`src/rtl/acq_scheduler.sv`:
```
// Acquisition scheduler: round-robin averaging over four sensors, or an
// ultrasonic trigger/echo ranging cycle, selected by mode while idle.
module acq_scheduler #(
  parameter int SETTLE_CYCLES  = 8,
  parameter int TRIG_CYCLES    = 250,
  parameter int ECHO_TIMEOUT   = 60000,
  parameter int HOLDOFF_CYCLES = 1000
) (
  input  logic        clk,
  input  logic        rst_n,
  input  logic        ena,
  input  logic        mode,
  input  logic [7:0]  sensor_data,
  input  logic        echo,
  output logic [1:0]  sensor_sel,
  output logic        sample_valid,
  output logic [1:0]  sample_id,
  output logic [7:0]  sample_avg,
  output logic        trig,
  output logic        dist_valid,
  output logic [15:0] dist_cycles,
  output logic        dist_timeout,
  output logic        busy
);

  typedef enum logic [3:0] {
    IDLE, SETTLE, ACCUM, REPORT, TRIG, WAIT_ECHO, MEASURE, DIST_RPT, HOLDOFF
  } state_t;

  localparam logic [15:0] SETTLE_LAST  = 16'(SETTLE_CYCLES - 1);
  localparam logic [15:0] TRIG_LAST    = 16'(TRIG_CYCLES - 1);
  localparam logic [15:0] TIMEOUT_LAST = 16'(ECHO_TIMEOUT - 1);
  localparam logic [15:0] HOLD_LAST    = 16'(HOLDOFF_CYCLES - 1);

  state_t      state;
  logic [15:0] cnt;
  logic [9:0]  acc;
  logic [9:0]  acc_sum;
  logic        echo_meta;
  logic        echo_s;
  logic        echo_prev;
  logic        echo_rise;

  // Four 8-bit samples peak at 1020, so 10 bits never overflow.
  assign acc_sum   = acc + {2'b00, sensor_data};
  assign echo_rise = echo_s & ~echo_prev;

  // echo is asynchronous; only echo_s may feed the FSM.
  always_ff @(posedge clk) begin
    if (!rst_n) begin
      echo_meta <= 1'b0;
      echo_s    <= 1'b0;
      echo_prev <= 1'b0;
    end else begin
      echo_meta <= echo;
      echo_s    <= echo_meta;
      echo_prev <= echo_s;
    end
  end

  // NOTE: every register here is assigned with <= so all branches see the
  // pre-edge values; outputs are set on the transition into their state.
  always_ff @(posedge clk) begin
    if (!rst_n) begin
      state        <= IDLE;
      cnt          <= '0;
      acc          <= '0;
      sensor_sel   <= '0;
      sample_valid <= 1'b0;
      sample_id    <= '0;
      sample_avg   <= '0;
      trig         <= 1'b0;
      dist_valid   <= 1'b0;
      dist_cycles  <= '0;
      dist_timeout <= 1'b0;
      busy         <= 1'b0;
    end else begin
      sample_valid <= 1'b0;
      dist_valid   <= 1'b0;
      // REPORT has already emitted its pulse, so it finishes normally.
      if (state != IDLE && state != REPORT && !ena) begin
        state <= IDLE;
        busy  <= 1'b0;
        trig  <= 1'b0;
        acc   <= '0;
        cnt   <= '0;
      end else begin
        case (state)
          IDLE: begin
            cnt <= '0;
            if (ena) begin
              busy <= 1'b1;
              if (mode) begin
                state <= TRIG;
                trig  <= 1'b1;
              end else begin
                state <= SETTLE;
              end
            end
          end
          SETTLE: begin
            if (cnt == SETTLE_LAST) begin
              state <= ACCUM;
              cnt   <= '0;
            end else begin
              cnt <= cnt + 16'd1;
            end
          end
          ACCUM: begin
            acc <= acc_sum;
            if (cnt == 16'd3) begin
              state        <= REPORT;
              cnt          <= '0;
              sample_valid <= 1'b1;
              sample_id    <= sensor_sel;
              sample_avg   <= acc_sum[9:2];
            end else begin
              cnt <= cnt + 16'd1;
            end
          end
          REPORT: begin
            sensor_sel <= sensor_sel + 2'd1;
            acc        <= '0;
            if (ena && !mode) begin
              state <= SETTLE;
            end else begin
              state <= IDLE;
              busy  <= 1'b0;
            end
          end
          TRIG: begin
            if (cnt == TRIG_LAST) begin
              state <= WAIT_ECHO;
              trig  <= 1'b0;
              cnt   <= '0;
            end else begin
              cnt <= cnt + 16'd1;
            end
          end
          WAIT_ECHO: begin
            if (echo_rise) begin
              state <= MEASURE;
              cnt   <= 16'd1;
            end else if (cnt == TIMEOUT_LAST) begin
              state        <= DIST_RPT;
              dist_valid   <= 1'b1;
              dist_cycles  <= 16'hFFFF;
              dist_timeout <= 1'b1;
            end else begin
              cnt <= cnt + 16'd1;
            end
          end
          MEASURE: begin
            if (!echo_s) begin
              state        <= DIST_RPT;
              dist_valid   <= 1'b1;
              dist_cycles  <= cnt;
              dist_timeout <= 1'b0;
            end else if (cnt == 16'hFFFE) begin
              state        <= DIST_RPT;
              dist_valid   <= 1'b1;
              dist_cycles  <= 16'hFFFF;
              dist_timeout <= 1'b1;
            end else begin
              cnt <= cnt + 16'd1;
            end
          end
          DIST_RPT: begin
            state <= HOLDOFF;
            cnt   <= '0;
          end
          HOLDOFF: begin
            if (cnt == HOLD_LAST) begin
              state <= IDLE;
              busy  <= 1'b0;
              cnt   <= '0;
            end else begin
              cnt <= cnt + 16'd1;
            end
          end
          default: begin
            state <= IDLE;
            busy  <= 1'b0;
            trig  <= 1'b0;
          end
        endcase
      end
    end
  end

endmodule

```
`config.mk`:
```
export PLATFORM = sky130hd
export DESIGN_NAME = acq_scheduler
export DESIGN_NICKNAME = d
export VERILOG_FILES = /design/src/rtl/acq_scheduler.sv
export SDC_FILE = /design/constraint.sdc
export NUM_CORES = 1
export LEC_CHECK = 0
export ABC_CLOCK_PERIOD_IN_PS = 2900
export BUFFER_PORTS_ARGS = -buffer_cell sky130_fd_sc_hd__buf_2
export CAP_MARGIN = 5
export CELL_PAD_IN_SITES_DETAIL_PLACEMENT = 1
export CELL_PAD_IN_SITES_GLOBAL_PLACEMENT = 1
export CORE_ASPECT_RATIO = 0.8
export CORE_UTILIZATION = 35
export CTS_BUF_LIST = sky130_fd_sc_hd__clkbuf_2
export DETAILED_ROUTE_END_ITERATION = 12
export PLACE_DENSITY_LB_ADDON = 0.1
export SETUP_SLACK_MARGIN = 0.15
export SLEW_MARGIN = 20
export SYNTH_ARGS = -nofsm -noshare
export SYNTH_HDL_FRONTEND = slang
export SYNTH_SLANG_ARGS = --single-unit
```
`constraint.sdc`:
```
create_clock -name clk -period 2.9 [get_ports clk]
set_clock_uncertainty 0.2 [all_clocks]
set_input_delay 0.29 -clock clk [delete_from_list [all_inputs] [get_ports clk]]
set_output_delay 0.29 -clock clk [all_outputs]
set_load 0.03 [all_outputs]
```
==> results of run 1 <==
power groups by stage:
stage               Sequential, mW  Combinational, mW  Clock, mW
floorplan                     1.05              0.575          0
global placement              1.04              0.877          0
detailed placement            1.04              0.878          0
CTS                           1.02              0.884      0.670
global route                  1.04              0.978      0.699
finish                        1.03              0.887      0.650
routing by layer:
metal	track usage [%]	share of wire [%]	vias to the layer above
li1	-	-	1632
met1	31.4	53	1569
met2	30.6	41	71
met3	4.38	5.4	7
met4	5.84	0.79	0
met5	0	0	-
cells by family (layout without fill, tap and decap cells):
kind of cell	after synthesis	in the layout
adders and majority gates	12	12
AOI/OAI and AO/OA	91	91
muxes	12	12
buffers and inverters	40	105
and+or+nand+nor	193	193
DFF	66	66
xor gates and xnor gates	14	14
critical path: cells and delay by family, from the launching register on:
kind	cells	cell delay, ns
compound gates	4	0.89
flops	1	0.52
simple gates	3	0.94
through the flow:
step	util (%)	setup WS (ns)	total power, mW
final	43.5	0.274	2.56
after global routing	43.5	0.137	2.71
after CTS	43.4	0.209	2.58
after detailed placement	41.7	0.253	1.92
after global placement	41.7	0.292	1.92
after floorplan	-	0.600	1.63
Yosys cell counts (2+ instances only):
library cell and number:
dfxtp_1 66, nor2_1 59, nand2_1 35, a21oi_1 19, nor2b_1 17, nand3_1 16
o211a_1 16, clkbuf_1 14, o21ai_0 13, inv_1 12, mux2i_1 12, ha_1 11
and3_1 9, buf_2 9, nor3_1 9, nand2b_1 8, xor2_1 8, a22oi_1 7
and2_1 7, nand4_1 7, nor4_1 6, xnor2_1 6, and4_1 4, o21a_1 4
o21ai_1 4, or3_1 4, a211oi_1 3, o31ai_2 3, a211o_1 2, a22o_1 2
a31oi_1 2, buf_6 2, nor4bb_1 2, o211ai_1 2, o22ai_1 2, o2bb2ai_1 2
o31ai_1 2, or3b_1 2
area by class of cell:
| class | instances | area share, % |
|---|---|---|
| repair buffers | 77 | 11.4 |
| inverters | 12 | 1.06 |
| flip-flops and latches | 66 | 31.2 |
| multi-input cells | 322 | 49.1 |
| clock buffers | 9 | 1.06 |
| well taps | 136 | 4.01 |
| clock inverters | 7 | 2.21 |
timing repair:
| action | CTS | global route |
|---|---|---|
| endpoints found under the setup margin | 0 | 30 |
| hold buffers | 2 | 0 |
| hold endpoints to repair | 2 | 0 |
| gates resized for setup | 0 | 6 |
final timing paths:
check / start / endpoint / depth (start not counted)
worst max register to register: cnt[6] / cnt[10] / 7
worst min register to register: echo_meta / echo_s / 1
worst min-delay path: rst_n / dist_cycles[0] / 3
worst max-delay path: cnt[6] / cnt[10] / 7
registers in the layout, summed over array words and instances (netlist names):
register and cells:
acc 10, busy 1, cnt 16, dist_cycles 16, dist_timeout 1, dist_valid 1, echo_meta 1, echo_prev 1
echo_s 1, sample_avg 8, sample_id 2, sample_valid 1, sensor_sel 2, state 4, trig 1
==> run_results.csv, run 1 <==
group,metric,value,unit
run_status,status,"finished, final reports clean",
placed_design,place_inst,611,
worst_setup_path,critPathRequiredTime,3.17,ns
synthesis,ys_ff_latch,66,
die,dieWidth,115,um
routing,antenna_left,0,
sta,rsz0062_at_grt,"true",
sta,max_slew.worst_pin.slew,0.573,ns
layout,seq_area,1330,um2
power,combPwrFrac,34.6,%
worst_setup_path,crit_fanout,8,
synthesis,synth_top_family_by_area,"simple AND/OR/NAND/NOR gates",
power,p_leak,1.98,nW
run,cap_violations,0,
global_route,gr-total-overflow,0,
die,rows,32,
layout,antenna_cells,0,
worst_setup_path,cpMaxStageDelayCell,"dfxtp_1",
synthesis,synth_cell_types,58,
cts,cts_buffers,9,
power,p_seq_share,40.0,%
global_route,grt_use_total,21.2,%
power,peakVddDrop,0.000255,V
synthesis,synth_mux_area_share,3.36,%
cts,post-cts-setup-buffers,0,
sta,period_needed,2.63,ns
sta,finalSetupViolations,0,
cts,h-tree-depth,3,
synthesis,synth_edf_count,0,
sta,drv_slew,0,
worst_setup_path,path_class,"reg -> reg",
cts,clock_sinks,66,
synthesis,synthTopCellsByArea,"dfxtp_1, nor2_1, o211a_1, ha_1, nand2_1",
die,die_y,92.4,um
cts,cts_tree,"yes",
hold_path,hold_class,"in -> reg",
synthesis,async_flop_share,0,%
routing,wl_per_cell,16.6,um
synthesis,synth_simple_gate_area_share,27.8,%
die,initial_core_util,36.6,%
routing,avgViaCountPerCell,5.21,
placed_design,io_buffers,45,
cts,cts_buffer_depth,2,
worst_setup_path,start_kind,"flip-flop",
routing,drt_iter0_drc,191,
layout,multi_input_area,2080,um2
layout,layout-drive-gt1-share,22.1,%
layout,final_cell_mix,"dfxtp_1, nor2_1, buf_2, nand2_1, buf_4",
worst_setup_path,crit_path_end_kind,"flip-flop",
placed_design,dp_hpwl,7.84,mm
synthesis,synth_cells,428,
layout,final-instance-count-excl-fill,629,
die,core,9770,um2
cts,root_buffer,"clkbuf_2",
synthesis,synth.cell_area,3580,um2
synthesis,yosys_warnings,0,
die,ios,46,
synthesis,synth_compound_area_share,19.0,%
synthesis,synth_fa_ha_area_share,4.41,%
global_route,grt_max_degree,35,
global_route,first_global_vias,3266,
power,switching_power,964,uW
routing,post-route-drc-count,0,
layout,areaGrowthSynthToFinish,18.7,%
routing,drtPass1Iterations,4,
placed_design,dpl_cell_area,4080,um2
routing,wirelength,10.4,mm
layout,design_area,4250,um2
synthesis,synth.yosys.seq_area_share,36.9,%
synthesis,syn_nets,453,
layout,n_fill_cell,1196,
global_route,grt_pass1_wl,17.3,mm
cts,clkTransAtPathRegs,0.21,ns
synthesis,synth_largest_area_cell,"dfxtp_1",
layout,layout_commonest_cell,"dfxtp_1",
routing,vias,3279,
worst_setup_path,crit_path_cell_trace,"nand4_1, or4_1, o21ai_1, nor3b_2, a211o_2, o21ai_0, a22o_1",
sta,fin_setup_tns,0,ns
sta,hold_viol_final,0,
worst_setup_path,r2r_setup_slack,0.27,ns
synthesis,synth_ff_type,"dfxtp_1",
sta,maxSlewHeadroom,61.5,%
power,pwr-share-clk,25.4,%
global_route,antenna_found_initial,0,
synthesis,syn_area_per_cell,8.36,um2
layout,nets,513,
placed_design,globalplace.congestion,0.872,
sta,fmax,0.381,GHz
sta,whs,0.0458,ns
worst_setup_path,cpPeakStageDelay,0.52,ns
power,swShare,37.6,%
synthesis,synth_top_area_share,36.9,%
power,p_int,1.60,mW
die,die_area,10600,um2
sta,fin_crit_sh,90.5,%
worst_setup_path,arrival,2.90,ns
power,power_density,604,nW/um2
cts,clkLatencyLatePin,0.56,ns
synthesis,synth_xor_area_share,3.43,%
No activity file was read; power rests on OpenSTA's default activity.
==> run 2, diff against run 1 <==
--- a/config.mk
+++ b/config.mk
@@ -5,8 +5,8 @@
 export SDC_FILE = /design/constraint.sdc
 export NUM_CORES = 1
 export LEC_CHECK = 0
-export ABC_CLOCK_PERIOD_IN_PS = 2900
-export BUFFER_PORTS_ARGS = -buffer_cell sky130_fd_sc_hd__buf_2
+export ABC_CLOCK_PERIOD_IN_PS = 2500
+export BUFFER_PORTS_ARGS = -buffer_cell sky130_fd_sc_hd__buf_4
 export CAP_MARGIN = 5
 export CELL_PAD_IN_SITES_DETAIL_PLACEMENT = 1
 export CELL_PAD_IN_SITES_GLOBAL_PLACEMENT = 1
==> constraint.sdc (replaced) <==
create_clock -name clk -period 2.5 [get_ports clk]
set_clock_uncertainty 0.2 [all_clocks]
set_input_delay 0.25 -clock clk [delete_from_list [all_inputs] [get_ports clk]]
set_output_delay 0.25 -clock clk [all_outputs]
set_load 0.03 [all_outputs]
==> run 2 against run 1 <==
- core utilization up 8.1 points
- first-iteration DRC count down 24%
- highest routed layer unchanged
- hold slack better by 0.0053 ns
- largest cell class unchanged
==> run_results.csv, run 2 (synthesis results as in run 1) <==
group,metric,value,unit
run_status,status,"finished, final reports clean",
routing,drtPass1Iterations,4,
global_route,gr-total-overflow,0,
sta,fin_ws,0.0975,ns
routing,post-route-drc-count,0,
placed_design,globalplace.congestion,0.879,
worst_setup_path,path_class,"reg -> reg",
layout,multi_input_area,2310,um2
placed_design,dp_hpwl,8.29,mm
power,peakVddDrop,0.000391,V
power,p_leak,2.31,nW
global_route,first_global_vias,3736,
sta,period_needed,2.40,ns
sta,hold_viol_final,0,
worst_setup_path,arrival,2.65,ns
layout,layout_commonest_cell,"buf_4",
hold_path,hold_class,"in -> reg",
sta,finalSetupViolations,0,
global_route,grt_use_total,23.7,%
cts,cts_buffers,9,
cts,clock_sinks,66,
die,rows,32,
global_route,grt_max_degree,36,
die,die_y,92.4,um
cts,clkLatencyLatePin,0.54,ns
layout,top_regs,"cnt (16), dist_cycles (16), acc (10)",
sta,rsz0062_at_grt,"true",
layout,seq_area,1360,um2
routing,wl_per_cell,17.3,um
sta,max_slew.worst_pin.slew,0.685,ns
sta,fmax,0.416,GHz
cts,clkTransAtPathRegs,0.21,ns
die,die_area,10600,um2
sta,fin_crit_sh,96.1,%
power,power_density,646,nW/um2
routing,drt_iter0_drc,146,
placed_design,io_buffers,45,
layout,final_cell_mix,"buf_4, nor2_1, dfxtp_1, nand2_1, a21oi_1",
global_route,antenna_found_initial,0,
routing,antenna_left,0,
sta,drv_slew,0,
sta,whs,0.0511,ns
run,cap_violations,0,
sta,maxSlewHeadroom,54.4,%
layout,layout-drive-gt1-share,37.5,%
die,initial_core_util,36.6,%
global_route,grt_pass1_wl,19.2,mm
worst_setup_path,crit_path_end_kind,"flip-flop",
layout,n_fill_cell,1174,
cts,root_buffer,"clkbuf_2",
cts,cts_tree,"yes",
layout,antenna_cells,0,
layout,areaGrowthSynthToFinish,40.8,%
worst_setup_path,start_kind,"flip-flop",
routing,avgViaCountPerCell,5.24,
die,core,9770,um2
worst_setup_path,crit_fanout,6,
routing,vias,3566,
routing,wirelength,11.8,mm
die,dieWidth,115,um
placed_design,place_ws,-0.0195,ns
cts,cts_buffer_depth,2,
worst_setup_path,critPathRequiredTime,2.75,ns
cts,h-tree-depth,3,
layout,nets,564,
die,ios,46,
==> run 2: cell count changes in the layout (fill, tap and decap cells not counted), sizes merged <==
| cell | delta |
|---|---|
| inv | +1 |
| clkinv | -2 |
| dlygate4sd3 | +3 |
| buf | +47 |
| clkbuf | +1 |
| bufbuf | +1 |
==> run 2: area by class of cell <==
| type | count | share of cell area [%] |
|---|---|---|
| Multi-Input combinational cell | 322 | 45.8 |
| Sequential cell | 66 | 27.0 |
| Timing Repair Buffer | 128 | 20.1 |
| Tap cell | 136 | 3.38 |
| Clock inverter | 6 | 1.79 |
| Clock buffer | 10 | 0.994 |
| Inverter | 12 | 0.894 |
==> run 2: timing repair <==
action                     in CTS  in global routing
setup endpoints to repair      35                 39
cloned                          1                  0
setup buffers                   7                  5
hold buffers                    5                  0
gates resized for setup        45                 28
hold endpoints to repair       33                  0
pin swaps                      11                  5
==> run 2: metal layers <==
metal / wire, um / track usage [%] / part of all wire [%]
met5: 0 / 0 / 0
met4: 161 / 5.74 / 1.4
met3: 496 / 5.43 / 4.2
met2: 5250 / 37.0 / 45
met1: 5870 / 32.8 / 50
==> run 2: path summary, 6_finish.rpt <==
path                       start      to  slack (ns)  cells after the start
setup reg to reg         cnt[11]  cnt[6]         0.1                      9
hold / removal    sensor_data[0]  acc[0]        0.05                      5
setup / recovery         cnt[11]  cnt[6]         0.1                      9
hold reg to reg        echo_meta  echo_s        0.27                      1
==> run 2: worst max-delay path, stage by stage (launching register included) <==
cell and delay, ns:
dfxtp_2 0.38, buf_4 0.15, or4_4 0.52, o21ai_2 0.15, nor3b_2 0.24, buf_4 0.17
a211oi_2 0.06, buf_4 0.18, a21oi_1 0.17, o22ai_1 0.10
==> run 2: power breakdown <==
group	leakage (nW)	internal, mW	switching, mW
Sequential	0.544	1.12	0.0784
Clock	0.0825	0.338	0.440
Combinational	1.68	0.568	0.703
Total	2.31	2.03	1.22
==> run 2: per-stage QoR <==
stage	cells	setup TNS (ns)	util [%]	power (mW)	instance area, um2
finish	680	0	51.5	3.25	5040
global route	680	0	51.5	3.44	5040
CTS	675	0	50.0	3.22	4880
detailed placement	646	-0.0195	45.6	2.31	4450
global placement	646	0	45.6	2.29	4450
floorplan	428	0	-	1.89	3580
